File: config.mk
export PLATFORM = sky130hd
export DESIGN_NAME = stack_cmd_master
export DESIGN_NICKNAME = d
export VERILOG_FILES = /design/src/rtl/stack_cmd_master.sv
export SDC_FILE = /design/constraint.sdc
export NUM_CORES = 1
export LEC_CHECK = 0
export ABC_AREA = 1
export CAP_MARGIN = 20
export CELL_PAD_IN_SITES_DETAIL_PLACEMENT = 0
export CELL_PAD_IN_SITES_GLOBAL_PLACEMENT = 1
export CORE_UTILIZATION = 32
export DETAILED_ROUTE_END_ITERATION = 12
export PLACE_DENSITY_LB_ADDON = 0.1
export SLEW_MARGIN = 5
export SYNTH_ARGS = -nofsm -noshare
export SYNTH_HDL_FRONTEND = slang
export SYNTH_SLANG_ARGS = --single-unit
File: constraint.sdc
create_clock -name clk -period 2 [get_ports clk]
set_input_delay 0.4 -clock clk [delete_from_list [all_inputs] [get_ports clk]]
set_output_delay 0.4 -clock clk [all_outputs]
set_load 0.01 [all_outputs]
File: src/rtl/stack_cmd_master.sv
// ---------------------------------------------------------------------------
// stack_cmd_master
//
// Processor-side master for the LIFO stack block. Accepts one core command
// at a time (PUSH, POP, CALL, RET), turns it into a correctly timed stack
// transaction and returns exactly one response through a valid/ready
// handshake. CALL pushes the return address (cmd_pc+1) and jumps to
// cmd_data; RET pops the return address and jumps to it.
//
// The master keeps its own occupancy count, so overflow and underflow are
// detected at accept time and no stack access is made for a failing command.
//
// Ports:
//   clk           in   rising-edge clock
//   reset         in   synchronous, active-high; the stack is reset in the
//                      same cycle
//   cmd_valid     in   command present
//   cmd_ready     out  master can accept a command (high only in IDLE)
//   cmd_op        in   00 PUSH, 01 POP, 10 CALL, 11 RET
//   cmd_data      in   PUSH operand / CALL target
//   cmd_pc        in   PC of the CALL instruction
//   resp_valid    out  response present
//   resp_ready    in   consumer accepts response
//   resp_data     out  popped word (POP/RET), pushed word (PUSH/CALL), 0 on error
//   resp_err      out  overflow (PUSH/CALL) or underflow (POP/RET)
//   pc_load       out  one-cycle pulse: load pc_value into the PC
//   pc_value      out  jump target, holds its last value otherwise
//   stk_push      out  stack push strobe
//   stk_pop       out  stack pop strobe
//   stk_data_in   out  word to push
//   stk_data_out  in   stack read data, valid the cycle after stk_pop
//   stk_full      in   stack full flag
//   stk_empty     in   stack empty flag
//   depth         out  current occupancy (0..DEPTH)
//
// Latency from the accept edge to resp_valid: PUSH/CALL 2 cycles,
// POP/RET 3 cycles, error 1 cycle.
// ---------------------------------------------------------------------------
module stack_cmd_master #(
    parameter int WIDTH_DATA = 16,
    parameter int DEPTH      = 10,
    localparam int CW        = $clog2(DEPTH + 1)
) (
    input  logic                  clk,
    input  logic                  reset,

    input  logic                  cmd_valid,
    output logic                  cmd_ready,
    input  logic [1:0]            cmd_op,
    input  logic [WIDTH_DATA-1:0] cmd_data,
    input  logic [WIDTH_DATA-1:0] cmd_pc,

    output logic                  resp_valid,
    input  logic                  resp_ready,
    output logic [WIDTH_DATA-1:0] resp_data,
    output logic                  resp_err,

    output logic                  pc_load,
    output logic [WIDTH_DATA-1:0] pc_value,

    output logic                  stk_push,
    output logic                  stk_pop,
    output logic [WIDTH_DATA-1:0] stk_data_in,
    input  logic [WIDTH_DATA-1:0] stk_data_out,
    input  logic                  stk_full,
    input  logic                  stk_empty,

    output logic [CW-1:0]         depth
);

    typedef enum logic [1:0] {
        OP_PUSH = 2'b00,
        OP_POP  = 2'b01,
        OP_CALL = 2'b10,
        OP_RET  = 2'b11
    } op_t;

    typedef enum logic [2:0] {
        S_IDLE,
        S_DO_PUSH,
        S_DO_POP,
        S_CAPTURE,
        S_RESP
    } state_t;

    state_t                  state;
    state_t                  state_next;
    op_t                     op_q;
    logic [WIDTH_DATA-1:0]   target_q;

    // PUSH and CALL both write the stack; they differ from POP/RET in bit 0.
    logic                    is_write_op;
    logic                    overflow;
    logic                    underflow;
    logic                    cmd_err;

    assign is_write_op = ~cmd_op[0];
    // Both our own count and the stack's flag are honoured, so a mismatch
    // between the two can never cause a push into a full stack or a pop
    // from an empty one.
    assign overflow    = (depth == CW'(DEPTH)) || stk_full;
    assign underflow   = (depth == '0) || stk_empty;
    assign cmd_err     = is_write_op ? overflow : underflow;

    // -----------------------------------------------------------------------
    // State register
    // -----------------------------------------------------------------------
    // NOTE: sequential state is updated with non-blocking assignments so
    // every register samples the values from before the clock edge.
    always_ff @(posedge clk) begin
        if (reset) begin
            state <= S_IDLE;
        end else begin
            state <= state_next;
        end
    end

    // -----------------------------------------------------------------------
    // Next-state and handshake/strobe outputs
    // -----------------------------------------------------------------------
    // NOTE: every signal written here gets a default first, so no path
    // through the case leaves a value unassigned and no latch is inferred.
    always_comb begin
        state_next = state;
        cmd_ready  = 1'b0;
        resp_valid = 1'b0;
        stk_push   = 1'b0;
        stk_pop    = 1'b0;

        case (state)
            S_IDLE: begin
                cmd_ready = 1'b1;
                if (cmd_valid) begin
                    if (cmd_err) begin
                        state_next = S_RESP;
                    end else if (is_write_op) begin
                        state_next = S_DO_PUSH;
                    end else begin
                        state_next = S_DO_POP;
                    end
                end
            end

            S_DO_PUSH: begin
                stk_push   = 1'b1;
                state_next = S_RESP;
            end

            S_DO_POP: begin
                stk_pop    = 1'b1;
                state_next = S_CAPTURE;
            end

            // Stack read data is registered; it is valid in this cycle.
            S_CAPTURE: begin
                state_next = S_RESP;
            end

            S_RESP: begin
                resp_valid = 1'b1;
                if (resp_ready) begin
                    state_next = S_IDLE;
                end
            end

            default: begin
                state_next = S_IDLE;
            end
        endcase
    end

    // -----------------------------------------------------------------------
    // Datapath: latched command, occupancy, response and PC outputs
    // -----------------------------------------------------------------------
    always_ff @(posedge clk) begin
        if (reset) begin
            op_q        <= OP_PUSH;
            target_q    <= '0;
            depth       <= '0;
            resp_data   <= '0;
            resp_err    <= 1'b0;
            pc_load     <= 1'b0;
            pc_value    <= '0;
            stk_data_in <= '0;
        end else begin
            // pc_load is a single-cycle pulse; it is only re-armed on the
            // transition into RESP below.
            pc_load <= 1'b0;

            case (state)
                S_IDLE: begin
                    if (cmd_valid) begin
                        op_q      <= op_t'(cmd_op);
                        target_q  <= cmd_data;
                        resp_err  <= cmd_err;
                        resp_data <= '0;
                        if (!cmd_err && is_write_op) begin
                            // CALL pushes its return address, wrapping at
                            // the top of the address space.
                            stk_data_in <= (op_t'(cmd_op) == OP_CALL)
                                         ? cmd_pc + WIDTH_DATA'(1)
                                         : cmd_data;
                        end
                    end
                end

                S_DO_PUSH: begin
                    depth     <= depth + CW'(1);
                    resp_data <= stk_data_in;
                    if (op_q == OP_CALL) begin
                        pc_load  <= 1'b1;
                        pc_value <= target_q;
                    end
                end

                S_DO_POP: begin
                    depth <= depth - CW'(1);
                end

                S_CAPTURE: begin
                    resp_data <= stk_data_out;
                    if (op_q == OP_RET) begin
                        pc_load  <= 1'b1;
                        pc_value <= stk_data_out;
                    end
                end

                default: begin
                end
            endcase
        end
    end

    // -----------------------------------------------------------------------
    // Simulation-only protocol checks
    // -----------------------------------------------------------------------
`ifndef SYNTHESIS
    a_strobe_exclusive: assert property (
        @(posedge clk) disable iff (reset) !(stk_push && stk_pop)
    );

    a_depth_range: assert property (
        @(posedge clk) disable iff (reset) depth <= CW'(DEPTH)
    );

    a_resp_stable: assert property (
        @(posedge clk) disable iff (reset)
        (resp_valid && !resp_ready) |=>
            (resp_valid && $stable(resp_data) && $stable(resp_err))
    );
`endif

endmodule

==> flow_summary.json <==
{
  "grt-ovfl-total": 0,
  "tightest_slew_ps": 597,
  "wire_per_inst_um": 14.7,
  "r2r_cells": 9,
  "grt_start_max_net_pins": 32,
  "cts_root_buf": "clkbuf_8",
  "slew_headroom": 0.602,
  "drt_pre_antenna_iters": 4,
  "avgSynthCellArea_sq_um": 6.95,
  "p_int_mw": 2.32,
  "met1Wirelength_um": 5750,
  "cts_made_buffers": 9,
  "placementRows": 37,
  "yosys_warnings": 0,
  "fin_crit_ps": 1790,
  "skew_ps": 7.98,
  "cts.repair.resized": 7,
  "cp-endpoint": "stk_push",
  "final_cells": 760,
  "syn_to_final_growth_pct": 44.6,
  "hold_slack_ps": 453,
  "die_x_um": 106,
  "yosysTopAreaCell": "dfxtp_1",
  "synth_area_sq_mm": 0.00348,
  "crit_path_end_kind": "primary output",
  "ios": 114,
  "cts_hold_buf": 0,
  "dpl.hpwl_um": 8540,
  "yosysSeqAreaShare": 0.431,
  "cp_data_arrival_time_ps": 1390,
  "pwr-share-comb": 0.182,
  "multi_input_area_sq_mm": 0.00171,
  "fin_crit_sh": 0.894,
  "cts_tree": "built",
  "grt_usage": 0.202,
  "required_ps": 1600,
  "rsz0062_at_grt": "no",
  "p_leak_nw": 1.97,
  "r2r-start": "state[2]",
  "r2r_setup_slack_ps": 380,
  "antenna_found_initial": 0,
  "pwr-share-seq": 0.483,
  "synth_cells": 501,
  "slew_violations": 0,
  "clockBufferDepth": 2,
  "critPathLaunchType": "flop",
  "p_sw_frac": 0.304,
  "hold_violations": 0,
  "power.switching_mw": 1.01,
  "coreArea_sq_mm": 0.0104,
  "vdd_ir_drop_max_mv": 0.314,
  "die_y_um": 106,
  "grt_pass1_vias": 3339,
  "ys_ff_latch": 75,
  "power.density_mw_per_mm2": 662,
  "highest_layer": "met4",
  "clk_pin_slew_worst_paths_ps": 90,
  "hp-class": "reg2reg",
  "port_buffers": 113,
  "grt_pass1_wl_um": 17600,
  "drt-total-wl_um": 11100,
  "p_clk_frac": 0.335,
  "layout-drive-gt1-share": 0.0769,
  "setup_viol": 0,
  "gp_congestion": 0.890,
  "crit_type": "reg2out",
  "startpoint": "state[2]",
  "fin_nets": 677,
  "drc": 0,
  "final.fill_count": 1071,
  "wl_met3_um": 525,
  "initial_core_util": 0.334,
  "path_max_fanout": 3,
  "cts_setup_buffers": 0,
  "dr_wl_met2_um": 4730,
  "status": "finished, final reports clean",
  "yosys.area.top_type_share": 0.431,
  "htree_levels": 3,
  "viasPerCell": 4.82,
  "clk_latency_ps": 350,
  "cap_violations": 0,
  "fin_setup_tns_ps": 0,
  "syn-num-nets": 559,
  "antenna_cells": 0,
  "clkSinkCount": 75,
  "dp_cells": 744,
  "die-area_sq_mm": 0.0113,
  "reg2reg_to": "pc_value[10]",
  "synthTopCellsByArea": "dfxtp_1 43%, nand2_1 15%, o21ai_0 6.5%, a21oi_1 5.8%, a31oi_1 5.8%",
  "vias": 3662,
  "drtIter0Drc": 189,
  "max_freq_mhz": 559,
  "regArea_sq_mm": 0.00151,
  "synth_cell_type_count": 27,
  "postRouteAntennaNets": 0
}
power groups by stage:
| stage | logic, mW | clock network, mW | registers (mW) |
|---|---|---|---|
| finish | 0.606 | 1.11 | 1.61 |
| global placement | 0.607 | 0 | 1.64 |
| floorplan | 0.287 | 0 | 1.64 |
| CTS | 0.610 | 1.14 | 1.61 |
| global route | 0.674 | 1.21 | 1.62 |
| detailed placement | 0.606 | 0 | 1.64 |
worst min path at each step:
stage | start | cells after the start | end | slack (ps)
2_1_floorplan | target_q[13] | 2 | target_q[13] | 420
3_3_place_gp | target_q[14] | 2 | target_q[14] | 430
3_5_place_dp | target_q[13] | 2 | target_q[13] | 440
4_1_cts | target_q[13] | 2 | target_q[13] | 460
5_1_grt | target_q[10] | 2 | target_q[10] | 490
6_report | target_q[13] | 2 | target_q[13] | 450
worst max-delay path: stages (launching register included):
cell and delay, ps:
dfxtp_2 350, inv_1 120, nand2_1 140, nor2_4 140, dlygate4sd2_1 280
state kept, by name, summed over array words and instances (netlist names):
| name | flops |
|---|---|
| op_q | 2 |
| state | 3 |
| pc_value | 16 |
| depth | 4 |
| pc_load | 1 |
| resp_data | 16 |
| target_q | 16 |
| stk_data_in | 16 |
| resp_err | 1 |
stage by stage:
stage / utilization / power (mW) / cell area, sq um / setup WS, ps
after detailed placement: 0.464 / 2.25 / 4830 / 19.5
after floorplan: - / 1.93 / 3480 / 491
after global routing: 0.483 / 3.50 / 5030 / 130
after global placement: 0.464 / 2.25 / 4830 / 44.3
final: 0.483 / 3.33 / 5030 / 212
after CTS: 0.483 / 3.36 / 5030 / 1.59
metal layers:
layer | up-vias | track usage
met4 | 0 | 0.0635
met1 | 1653 | 0.295
met3 | 10 | 0.0313
met5 | - | 0
li1 | 1899 | -
met2 | 100 | 0.301
cells in the mapped netlist (all sizes together):
cell type / instances
a21oi: 40
a31oi: 32
buf: 10
clkbuf: 15
clkinv: 1
dfxtp: 75
ha: 2
inv: 41
nand2: 144
nand3: 40
nand4: 2
nor2: 37
nor3: 3
o21ai: 47
o31ai: 1
or2: 2
xnor2: 4
xor2: 5
cells by family (layout without fill, tap and decap cells):
group	Yosys count	after routing	synth area share
buffers and inverters	67	190	0.0787
AND/OR/NAND/NOR	228	228	0.275
AO/OA/AOI/OAI	120	120	0.185
adder cells (fa/ha/maj)	2	2	0.00719
flip-flops	75	75	0.431
XOR/XNOR	9	9	0.0226
layout by cell type, fill, tap and decap left out, types with 2 or more instances in the layout:
cell type / n
a31oi_1: 32
buf_4: 17
inv_6: 2
clkdlybuf4s50_1: 109
nand4_1: 2
dfxtp_2: 3
ha_1: 2
xor2_1: 5
a21oi_1: 40
dlygate4sd2_1: 2
dlymetal6s2s_1: 2
or2_2: 2
nor2_4: 2
nand3_1: 39
buf_12: 2
clkbuf_8: 9
dfxtp_1: 72
nand2_1: 143
clkinvlp_4: 2
clkinv_4: 2
inv_1: 40
nor2_1: 34
o21ai_0: 45
o21ai_1: 2
xnor2_1: 4
layout make-up:
type                    instances  share of cell area
repair buffers                132               0.259
inverters                      42              0.0313
multi-input cells             359               0.340
well taps                     136              0.0338
clock buffers                   9              0.0246
clock inverters                 7              0.0122
flip-flops and latches         75               0.299
Power figures use the tool's default switching activity.
